===== src/rtl/matrix_uart_formatter.sv =====
// matrix_uart_formatter
// Streams one stored m x n matrix as ASCII text to a byte-level UART transmitter.
// Elements are fetched row-major through a synchronous read port and converted to
// unsigned decimal without leading zeros. Numbers in a row are separated by a space,
// and each row ends in CR LF.
//
// Optional feature: define MATRIX_TX_HEADER_EN to send the header "<m> <n>\r\n"
// before row 0.
//
// Ports:
//   clk_i, rst_ni         clock; asynchronous active-low reset
//   start_i, m_i, n_i     print request, with the dimensions captured in idle
//   rd_en_o, rd_row_o,    storage read strobe and index; rd_data_i is valid
//   rd_col_o, rd_data_i   one cycle after rd_en_o
//   tx_data_o, tx_valid_o ASCII byte to uart_tx; the byte moves when
//   tx_ready_i            tx_valid_o and tx_ready_i are both high
//   busy_o, done_o, err_o status: busy while printing, a done pulse after the
//                         final LF, an err pulse on an illegal dimension
module matrix_uart_formatter #(
    parameter int unsigned MAX_DIM    = 5,
    parameter int unsigned ELEM_WIDTH = 8,
    parameter int unsigned IDX_W      = 3
) (
    input  logic                  clk_i,
    input  logic                  rst_ni,
    input  logic                  start_i,
    input  logic [3:0]            m_i,
    input  logic [3:0]            n_i,
    output logic                  rd_en_o,
    output logic [IDX_W-1:0]      rd_row_o,
    output logic [IDX_W-1:0]      rd_col_o,
    input  logic [ELEM_WIDTH-1:0] rd_data_i,
    output logic [7:0]            tx_data_o,
    output logic                  tx_valid_o,
    input  logic                  tx_ready_i,
    output logic                  busy_o,
    output logic                  done_o,
    output logic                  err_o
);

    typedef enum logic [3:0] {
        StIdle, StCheck, StHdr, StRd, StWt, StConv, StTxd, StTxSp, StTxCr, StTxLf, StFin
    } state_e;

    state_e                state_q, state_d;
    logic [3:0]            m_q, m_d, n_q, n_d;
    logic [IDX_W-1:0]      row_q, row_d, col_q, col_d;
    logic [ELEM_WIDTH-1:0] val_q, val_d;
    logic [3:0]            hund_q, hund_d, tens_q, tens_d;
    logic [1:0]            dig_q, dig_d;
    logic [2:0]            hdr_q, hdr_d;

    logic       last_col, last_row, dim_bad, tx_fire;
    logic [3:0] digit;

    assign last_col = (4'(col_q) == n_q - 4'd1);
    assign last_row = (4'(row_q) == m_q - 4'd1);
    assign dim_bad  = (m_q == 4'd0) || (n_q == 4'd0) ||
                      (m_q > 4'(MAX_DIM)) || (n_q > 4'(MAX_DIM));
    assign tx_fire  = tx_valid_o & tx_ready_i;

    // After conversion val_q holds the ones digit.
    always_comb begin
        digit = 4'd0;
        unique case (dig_q)
            2'd0:    digit = hund_q;
            2'd1:    digit = tens_q;
            default: digit = val_q[3:0];
        endcase
    end

    assign rd_row_o = row_q;
    assign rd_col_o = col_q;

    always_comb begin
        state_d    = state_q;
        m_d        = m_q;
        n_d        = n_q;
        row_d      = row_q;
        col_d      = col_q;
        val_d      = val_q;
        hund_d     = hund_q;
        tens_d     = tens_q;
        dig_d      = dig_q;
        hdr_d      = hdr_q;
        rd_en_o    = 1'b0;
        tx_data_o  = 8'h00;
        tx_valid_o = 1'b0;
        done_o     = 1'b0;
        err_o      = 1'b0;
        busy_o     = (state_q != StIdle) && (state_q != StFin);

        case (state_q)
            StIdle: begin
                if (start_i) begin
                    m_d     = m_i;
                    n_d     = n_i;
                    state_d = StCheck;
                end
            end
            StCheck: begin
                if (dim_bad) begin
                    err_o   = 1'b1;
                    busy_o  = 1'b0;
                    state_d = StIdle;
                end else begin
                    row_d   = '0;
                    col_d   = '0;
                    hdr_d   = 3'd0;
`ifdef MATRIX_TX_HEADER_EN
                    state_d = StHdr;
`else
                    state_d = StRd;
`endif
                end
            end
            StHdr: begin
                tx_valid_o = 1'b1;
                case (hdr_q)
                    3'd0:    tx_data_o = 8'h30 + {4'h0, m_q};
                    3'd1:    tx_data_o = 8'h20;
                    3'd2:    tx_data_o = 8'h30 + {4'h0, n_q};
                    3'd3:    tx_data_o = 8'h0D;
                    default: tx_data_o = 8'h0A;
                endcase
                if (tx_fire) begin
                    if (hdr_q == 3'd4) state_d = StRd;
                    else               hdr_d   = hdr_q + 3'd1;
                end
            end
            StRd: begin
                rd_en_o = 1'b1;
                state_d = StWt;
            end
            StWt: begin
                val_d   = rd_data_i;
                hund_d  = 4'd0;
                tens_d  = 4'd0;
                state_d = StConv;
            end
            StConv: begin
                if (val_q >= ELEM_WIDTH'(100)) begin
                    val_d  = val_q - ELEM_WIDTH'(100);
                    hund_d = hund_q + 4'd1;
                end else if (val_q >= ELEM_WIDTH'(10)) begin
                    val_d  = val_q - ELEM_WIDTH'(10);
                    tens_d = tens_q + 4'd1;
                end else begin
                    // First printed digit: skip leading zeros, ones always prints.
                    if (hund_q != 4'd0)      dig_d = 2'd0;
                    else if (tens_q != 4'd0) dig_d = 2'd1;
                    else                     dig_d = 2'd2;
                    state_d = StTxd;
                end
            end
            StTxd: begin
                tx_valid_o = 1'b1;
                tx_data_o  = 8'h30 + {4'h0, digit};
                if (tx_fire) begin
                    if (dig_q == 2'd2) state_d = last_col ? StTxCr : StTxSp;
                    else               dig_d   = dig_q + 2'd1;
                end
            end
            StTxSp: begin
                tx_valid_o = 1'b1;
                tx_data_o  = 8'h20;
                if (tx_fire) begin
                    col_d   = col_q + IDX_W'(1);
                    state_d = StRd;
                end
            end
            StTxCr: begin
                tx_valid_o = 1'b1;
                tx_data_o  = 8'h0D;
                if (tx_fire) state_d = StTxLf;
            end
            StTxLf: begin
                tx_valid_o = 1'b1;
                tx_data_o  = 8'h0A;
                if (tx_fire) begin
                    // Indices stay on the last element once the matrix is done.
                    if (last_row) begin
                        state_d = StFin;
                    end else begin
                        row_d   = row_q + IDX_W'(1);
                        col_d   = '0;
                        state_d = StRd;
                    end
                end
            end
            StFin: begin
                done_o  = 1'b1;
                state_d = StIdle;
            end
            default: state_d = StIdle;
        endcase
    end

    always_ff @(posedge clk_i or negedge rst_ni) begin
        if (!rst_ni) begin
            state_q <= StIdle;
            m_q     <= '0;
            n_q     <= '0;
            row_q   <= '0;
            col_q   <= '0;
            val_q   <= '0;
            hund_q  <= '0;
            tens_q  <= '0;
            dig_q   <= '0;
            hdr_q   <= '0;
        end else begin
            state_q <= state_d;
            m_q     <= m_d;
            n_q     <= n_d;
            row_q   <= row_d;
            col_q   <= col_d;
            val_q   <= val_d;
            hund_q  <= hund_d;
            tens_q  <= tens_d;
            dig_q   <= dig_d;
            hdr_q   <= hdr_d;
        end
    end

endmodule


===== config.mk =====
export PLATFORM = sky130hd
export DESIGN_NAME = matrix_uart_formatter
export DESIGN_NICKNAME = d
export VERILOG_FILES = /design/src/rtl/matrix_uart_formatter.sv
export SDC_FILE = /design/constraint.sdc
export NUM_CORES = 1
export LEC_CHECK = 0
export ABC_CLOCK_PERIOD_IN_PS = 6300
export BUFFER_PORTS_ARGS = -buffer_cell sky130_fd_sc_hd__buf_4
export CAP_MARGIN = 10
export CORE_MARGIN = 2
export CORE_UTILIZATION = 45
export DETAILED_ROUTE_END_ITERATION = 8
export GPL_TIMING_DRIVEN = 0
export PLACE_DENSITY = 0.74
export SETUP_SLACK_MARGIN = 0.15
export SYNTH_ARGS = -nofsm -noshare
export SYNTH_HDL_FRONTEND = slang
export SYNTH_SLANG_ARGS = --single-unit

===== constraint.sdc =====
create_clock -name clk_i -period 6.3 [get_ports clk_i]
set_input_delay 1.26 -clock clk_i [delete_from_list [all_inputs] [get_ports clk_i]]
set_output_delay 1.26 -clock clk_i [all_outputs]
set_load 0.02 [all_outputs]

==> run metrics, run 1 <==
Post-DP HPWL=6.28 mm; nets@finish=461; Resize count post-CTS=0; Final ANT Viol Nets=0; worst path arrival time=2.39 ns; Hold Path Class=flip-flop to flip-flop; clk root buf=clkbuf_8; Final Non-Filler Cells=514; Slew headroom=0.448; PortBufs=35; initial antenna violation count=0; critical path fanouts, max=6; asr flop ratio synth=1.00; design area=3700 um2; CTS Sinks=39; largest net degree at the start of global routing=40; routed len/inst=16.5 um; Clk pin slew, worst setup/hold paths=0.08 ns; TNS Setup=0 ns; VDD IR max=159 uV; Hold Buf Count CTS=0; starting density of the core=0.471; Leakage=1.66 nW; Total Power=1.91 mW; Final setup viols=0; DR vias/cell=6.01; Clk pwr share=0.090; Synth Instances=374; Die Area=7880 um2; antenna cells=0; CTS HTree Levels=2; First-pass DRT Iterations=5; Clock Skews=0.00738 ns; core area=6870 um2; sequential power share=0.263; critical path class=flip-flop to primary output; total CTS buffers=5; synthesis-stage register bit count=39; Req. time, crit path=5.04 ns; Worst setup EP type=primary output; Final Slew Violations=0; I/O pins=39; die width=88.8 um; Layout area overhead=14.5%; grt ovf=0; Filler Cell Count=661; GRT Total Usage=0.229; WP buf/inv=2; total wire length=8.47 mm; Pwr Density=517 nW/um2; Worst Setup SP=n_q[0]; worst reg2reg path startpoint=val_q[2]; DRC viols=0; Logic pwr share=0.648; fraction of layout cells with a size suffix above 1=0.187; Final Hold Fails=0; Min-Delay Startpoint=val_q[0]; Tcrit/Tclk final=0.579; Setup Fix Bufs, Post-CTS=0; # rows=30; Skew-Pair Late Insertion Delay=0.30 ns; cell family with most CP delay=compound AO/OA/AOI/OAI gates; vias in the first global route=2,902; status=completed; Tmin final=3.65 ns; yosys warns=0; Max Fclk=274 MHz; EDFF count, synth=0; crit path cell chain=inv_1, ha_1, nor3b_4, a2111oi_4, and2_2, a211oi_1, o21ai_0, buf_4; sw frac=0.507; Worst Setup Start Kind=flip-flop; via count=3,088; CTS tree=built; Psw=970 uW; routability cong.=0.913; unrepaired setup endpoints after global routing=no; die extent in y=88.8 um; global-route wire length before repair=14.2 mm; synthesized area=3230 um2; Placement Cell Area=3620 um2; internal power=942 uW; max cap viols=0; Seq/Total Area, Yosys=0.302; Syn Area/Cell=8.64 um2; clock buffer depth=2; post-synthesis cell type count=73; Starting DRT DRC Count=405; CP peak stage delay=0.48 ns; ys flop type=dfrtp_1; placed cells=506; slowest CP cell=dfrtp_1; worst-margin pin slew=0.822 ns
tightest hold or removal path, stage by stage (launching register included):
cell and delay [ns]:
dfrtp_1 0.41, nand2_1 0.07, nand2_1 0.06
through the flow:
step,worst slack (ns),hold slack [ns],util
after floorplan,3.12,0.483,-
after global placement,3.10,0.540,0.527
after detailed placement,2.98,0.541,0.527
after CTS,2.65,0.562,0.539
after global routing,2.56,0.606,0.539
final,2.65,0.569,0.539
routing by layer:
layer  part of all wire  GRT usage
met3              0.051     0.0326
met1               0.47      0.335
met2               0.46      0.355
met5                  0          0
met4              0.015     0.0579
cell usage in the layout, fill, tap and decap left out, types with 2 or more instances in the layout:
master,netlist,final
xnor2_1,11,11
nand2_1,23,23
buf_4,3,38
buf_2,5,5
dfrtp_1,39,39
o221ai_1,2,2
nor3_1,15,15
a21o_1,3,3
a21oi_1,25,25
mux2_2,12,12
a31oi_1,4,4
and2_1,2,2
a211oi_1,4,4
o32ai_1,2,2
a2111oi_2,2,2
a22oi_1,7,7
o21bai_1,2,2
nand2b_1,6,6
o211ai_1,4,4
buf_6,3,3
o22ai_1,6,6
o41ai_1,2,2
conb_1,1,2
or4_1,2,2
a221o_1,2,2
o21ai_0,26,26
and2b_1,2,2
xor2_1,3,3
o31ai_1,6,6
ha_1,24,24
nor2_1,26,26
and3_1,5,5
nor2b_1,6,6
clkbuf_8,0,5
a311oi_1,2,2
clkbuf_1,8,10
nand3_1,18,18
nand3b_1,2,2
inv_1,24,24
area by class of cell:
cell class | instances | area [um2] | area share
multi-input combinational | 292 | 2060 | 0.555
inverter | 24 | 90.1 | 0.0243
buffer | 20 | 115 | 0.0311
tap | 96 | 120 | 0.0325
sequential | 39 | 976 | 0.264
timing repair buffer | 35 | 263 | 0.0710
clock buffer | 7 | 76.3 | 0.0206
clock inverter | 1 | 5.00 | 0.00135
power groups by stage:
| stage | clock [mW] | sequential [mW] | combinational (mW) |
|---|---|---|---|
| after floorplan | 0 | 0.474 | 0.915 |
| after global placement | 0 | 0.498 | 1.19 |
| after detailed placement | 0 | 0.504 | 1.22 |
| after CTS | 0.176 | 0.499 | 1.23 |
| after global routing | 0.185 | 0.521 | 1.38 |
| final | 0.171 | 0.503 | 1.24 |
worst paths after layout:
check | to | slack (ns) | depth (start not counted)
min in group asynchronous | rd_col_o[2] | 0.93 | 1
max in group asynchronous | rd_row_o[2] | 5.00 | 1
worst min-delay path | val_q[0] | 0.57 | 2
worst min register to register | val_q[0] | 0.57 | 2
worst max-delay path | busy_o | 2.65 | 8
worst max register to register | state_q[0] | 3.75 | 6
cell families (layout without fill, tap and decap cells):
kind of cell / after synthesis / count (layout) / synth area share
buffers and inverters: 44 / 87 / 0.0635
adder cells (fa/ha/maj): 24 / 24 / 0.0929
other: 1 / 2 / 0.00116
XOR/XNOR: 14 / 14 / 0.0379
multiplexers: 14 / 14 / 0.0495
AND/OR/NAND/NOR: 122 / 122 / 0.202
AO/OA/AOI/OAI: 116 / 116 / 0.251
flip-flops: 39 / 39 / 0.302
synthesized netlist by cell type (all sizes together), types with 4 or more instances:
cell type / n / area share
a211oi: 5 / 0.013
a21oi: 25 / 0.039
nor3: 15 / 0.023
xnor2: 11 / 0.030
buf: 12 / 0.026
nand2: 23 / 0.027
inv: 24 / 0.028
a22oi: 7 / 0.016
mux2: 13 / 0.046
o211ai: 4 / 0.0093
o31ai: 6 / 0.014
nor2b: 6 / 0.012
nand2b: 7 / 0.016
a31oi: 4 / 0.0077
o22ai: 6 / 0.012
clkbuf: 8 / 0.0093
ha: 24 / 0.093
and3: 6 / 0.012
nor2: 26 / 0.030
dfrtp: 39 / 0.30
a2111oi: 4 / 0.021
o21ai: 27 / 0.042
nand3: 18 / 0.028
sequential cells by signal, indices dropped and copies added, names as in the netlist:
name	cells
state_q	4
rd_col_o	3
val_q	8
hund_q	4
n_q	4
dig_q	2
rd_row_o	3
tens_q	4
m_q	4
hdr_q	3
(Power assumes the default switching activity.)
==> inputs of run 2 (changes only) <==
- ABC_CLOCK_PERIOD_IN_PS: 6300 -> 3200
- PLACE_DENSITY: 0.74 -> 0.77
- clock period: 6.3 -> 3.2 ns (I/O delays scaled with it)
==> run metrics, run 2 (synthesized netlist as in run 1, its figures left out) <==
status=completed; critical path fanouts, max=6; crit path cell chain=inv_1, ha_1, nor3b_4, a2111oi_4, and2_2, a211oi_1, o21ai_1, buf_4; Starting DRT DRC Count=301; Post-DP HPWL=6.29 mm; Final ANT Viol Nets=0; fraction of layout cells with a size suffix above 1=0.192; Die Area=7880 um2; sequential power share=0.261; # rows=30; nets@finish=460; worst path arrival time=2.28 ns; GRT Total Usage=0.230; max reg flops=8; grt ovf=0; worst-margin pin slew=0.862 ns; Filler Cell Count=614; largest net degree at the start of global routing=40; unrepaired setup endpoints after global routing=no; Worst Setup Start Kind=flip-flop; Core Util, Final=0.539; Final Slew Violations=0; fin worst setup slack=0.284 ns; Hold Buf Count CTS=0; total CTS buffers=5; First-pass DRT Iterations=5; CTS Sinks=39; total wire length=8.51 mm; Pwr Density=1020 nW/um2; Clk pwr share=0.091; Final setup viols=0; Setup WS pre-CTS=0.566 ns; max cap viols=0; CP peak stage delay=0.47 ns; internal power=1.85 mW; starting density of the core=0.471; Clk pin slew, worst setup/hold paths=0.09 ns; most frequent cells in the layout=dfrtp_1 (39), buf_4 (38), nor2_1 (26); CTS tree=built; Biggest register=val_q; vias in the first global route=2,910; Leakage=1.66 nW; Req. time, crit path=2.56 ns; routed len/inst=16.6 um; CTS HTree Levels=2; clock buffer depth=2; VDD IR max=305 uV; slowest CP cell=dfrtp_1; Slew headroom=0.421; routability cong.=0.887; clk root buf=clkbuf_8; Worst setup EP type=primary output; cell family with most CP delay=compound AO/OA/AOI/OAI gates; Hold Path Class=input port to asynchronous set/reset pin; DRC viols=0; DR vias/cell=6.04; Final Hold Fails=0; Tmin final=2.92 ns; initial antenna violation count=0; via count=3,096; Tcrit/Tclk final=0.911; WP buf/inv=2; Skew-Pair Late Insertion Delay=0.30 ns; Psw=1.92 mW; Max Fclk=343 MHz; die width=88.8 um; core area=6870 um2; global-route wire length before repair=14.2 mm; sw frac=0.510; die extent in y=88.8 um; Clock Skews=0.0130 ns; most common cell after layout, fill and taps aside=dfrtp_1; Logic pwr share=0.649; critical path class=flip-flop to primary output; I/O pins=39; Layout area overhead=14.4%; antenna cells=0; PortBufs=35; TNS Setup=0 ns
[run 2: final cells by class]
class                           instances  area, um2  area share
Clock buffer                            5       68.8      0.0186
Buffer                                 19        111      0.0301
Clock inverter                          3       15.0     0.00406
Tap cell                               96        120      0.0325
Multi-Input combinational cell        292       2060       0.556
Inverter                               24       90.1      0.0243
Timing Repair Buffer                   35        263      0.0710
Sequential cell                        39        976       0.264
[run 2: power groups by stage]
stage	sequential [mW]	clock [mW]	combinational [mW]
2_1_floorplan	0.933	0	1.80
3_5_place_dp	0.989	0	2.40
6_report	0.984	0.342	2.45
3_3_place_gp	0.980	0	2.32
5_1_grt	1.03	0.364	2.70
4_1_cts	0.981	0.345	2.41
[run 2: per-layer routing]
metal / share of wire / GRT usage / routed length [um] / up-vias
met5: 0 / 0 / 0 / -
met3: 0.072 / 0.0345 / 616 / 18
met4: 0.017 / 0.0675 / 145 / 0
met1: 0.45 / 0.324 / 3810 / 1482
li1: - / - / - / 1455
met2: 0.46 / 0.366 / 3940 / 141
[run 2: what timing repair did]
action,in CTS,in global routing
setup buffers,0,0
endpoints found under the setup margin,0,2
resized for setup,0,1
[run 2: worst paths after layout]
path | startpoint | cells past startpoint | endpoint | slack (ns)
min in group clk_i | rd_data_i[0] | 3 | val_q[0] | 0.54
worst min register to register | hdr_q[0] | 1 | hdr_q[0] | 0.57
worst min-delay path | rst_ni | 1 | val_q[3] | 0.31
worst max register to register | val_q[2] | 6 | state_q[1] | 0.68
max in group asynchronous | rst_ni | 1 | n_q[3] | 2.54
worst max-delay path | n_q[0] | 8 | busy_o | 0.28
[run 2: metrics by stage]
stage	instance area [um2]	power, mW	instances	hold slack, ns
6_report	3700	3.77	513	0.308
5_1_grt	3700	4.09	513	0.355
4_1_cts	3700	3.74	514	0.338
3_5_place_dp	3620	3.39	506	0.567
3_3_place_gp	3620	3.30	506	0.546
2_1_floorplan	3240	2.74	375	0.344
==> inputs of run 3 (changes only) <==
- CORE_ASPECT_RATIO: default -> 2
- CTS_CLUSTER_SIZE: default -> 14
==> run metrics, run 3 (synthesized netlist as in run 1, its figures left out) <==
GRT Total Usage=0.236; Hold Path Class=input port to asynchronous set/reset pin; worst-margin pin slew=0.844 ns; Leakage=1.70 nW; fraction of layout cells with a size suffix above 1=0.191; largest net degree at the start of global routing=40; Tcrit/Tclk final=0.903; total wire length=8.94 mm; Biggest register=val_q; max cap viols=0; Core Util, Final=0.546; Final setup viols=0; core area=6940 um2; starting density of the core=0.466; cell family with most CP delay=compound AO/OA/AOI/OAI gates; critical path class=flip-flop to primary output; Die Area=7920 um2; worst hold margin=0.337 ns; # rows=43; worst reg2reg path startpoint=val_q[2]; Hold Buf Count CTS=0; CTS Sinks=39; CTS HTree Levels=2; crit path cell chain=inv_1, ha_1, a2111oi_4, and2_2, a211oi_1, o21ai_0, buf_4; Pwr Density=1070 nW/um2; die extent in y=124 um; TNS Setup=0 ns; grt ovf=0; most common cell after layout, fill and taps aside=dfrtp_1; PortBufs=35; routability cong.=0.916; Worst setup EP type=primary output; Clk pin slew, worst setup/hold paths=0.06 ns; Clock Skews=0.00227 ns; critical path fanouts, max=6; DR vias/cell=6.13; clk root buf=clkbuf_16; total CTS buffers=5; VDD IR max=576 uV; Req. time, crit path=2.56 ns; I/O pins=39; max reg flops=8; worst r2r dst=state_q[1]; Post-DP HPWL=6.79 mm; Starting DRT DRC Count=150; die width=63.9 um; unrepaired setup endpoints after global routing=no; global-route wire length before repair=14.4 mm; most frequent cells in the layout=dfrtp_1 (39), buf_4 (38), nor2_1 (26), o21ai_0 (26), a21oi_1 (25); Layout area overhead=17.1%; clock buffer depth=2; Final Slew Violations=0; Skew-Pair Late Insertion Delay=0.29 ns; antenna cells=0; slowest CP cell=dfrtp_1; R2R depth=6; via count=3,116; R2R Setup Slk=0.64 ns; initial antenna violation count=0; First-pass DRT Iterations=5; worst path arrival time=2.25 ns; WP buf/inv=2; Tmin final=2.89 ns; status=completed; Slew headroom=0.433; DRC viols=0; Max Fclk=346 MHz; nets@finish=461; Final Hold Fails=0; Final ANT Viol Nets=0; CTS tree=built; CP peak stage delay=0.50 ns; Worst Setup Start Kind=flip-flop; vias in the first global route=3,043; routed len/inst=17.6 um
==> run 3: through the flow <==
stage | total power, mW | cell area, um2 | instances | worst slack [ns]
floorplan | 2.74 | 3240 | 375 | 0.638
global placement | 3.34 | 3610 | 500 | 0.646
detailed placement | 3.42 | 3610 | 500 | 0.611
CTS | 4.03 | 3790 | 508 | 0.276
global route | 4.35 | 3790 | 508 | 0.156
finish | 4.05 | 3790 | 508 | 0.309
==> run 3: repair_timing <==
action,CTS,global route
gates resized for setup,0,0
setup endpoints to repair,0,1
buffers inserted,0,0
==> run 3: area by class of cell <==
cell class	count	area (um2)
clock buffer	6	139
multi-input combinational	292	2060
tap	90	113
clock inverter	2	35.0
buffer	20	115
sequential	39	976
fill	649	3150
timing repair buffer	35	263
inverter	24	90.1
==> run 3: layer usage <==
metal / vias up / share of wire / track usage
met5: - / 0 / 0
met4: 0 / 0.058 / 0.182
met3: 41 / 0.040 / 0.0361
met2: 115 / 0.56 / 0.449
met1: 1504 / 0.35 / 0.217
li1: 1456 / - / -
==> run 3: worst max-delay path by stage <==
stage	startpoint	endpoint	slack, ns	cells after the start
finish	n_q[0]	busy_o	0.31	7
global route	n_q[0]	busy_o	0.16	7
CTS	n_q[0]	busy_o	0.28	8
detailed placement	n_q[0]	busy_o	0.61	8
global placement	n_q[0]	busy_o	0.65	8
floorplan	n_q[0]	busy_o	0.64	7
==> run 3: power by group <==
group	internal (mW)	total, mW	switching (mW)
combinational	1.01	2.44	1.44
sequential	0.698	1.00	0.304
clock	0.388	0.600	0.212
total	2.09	4.05	1.95
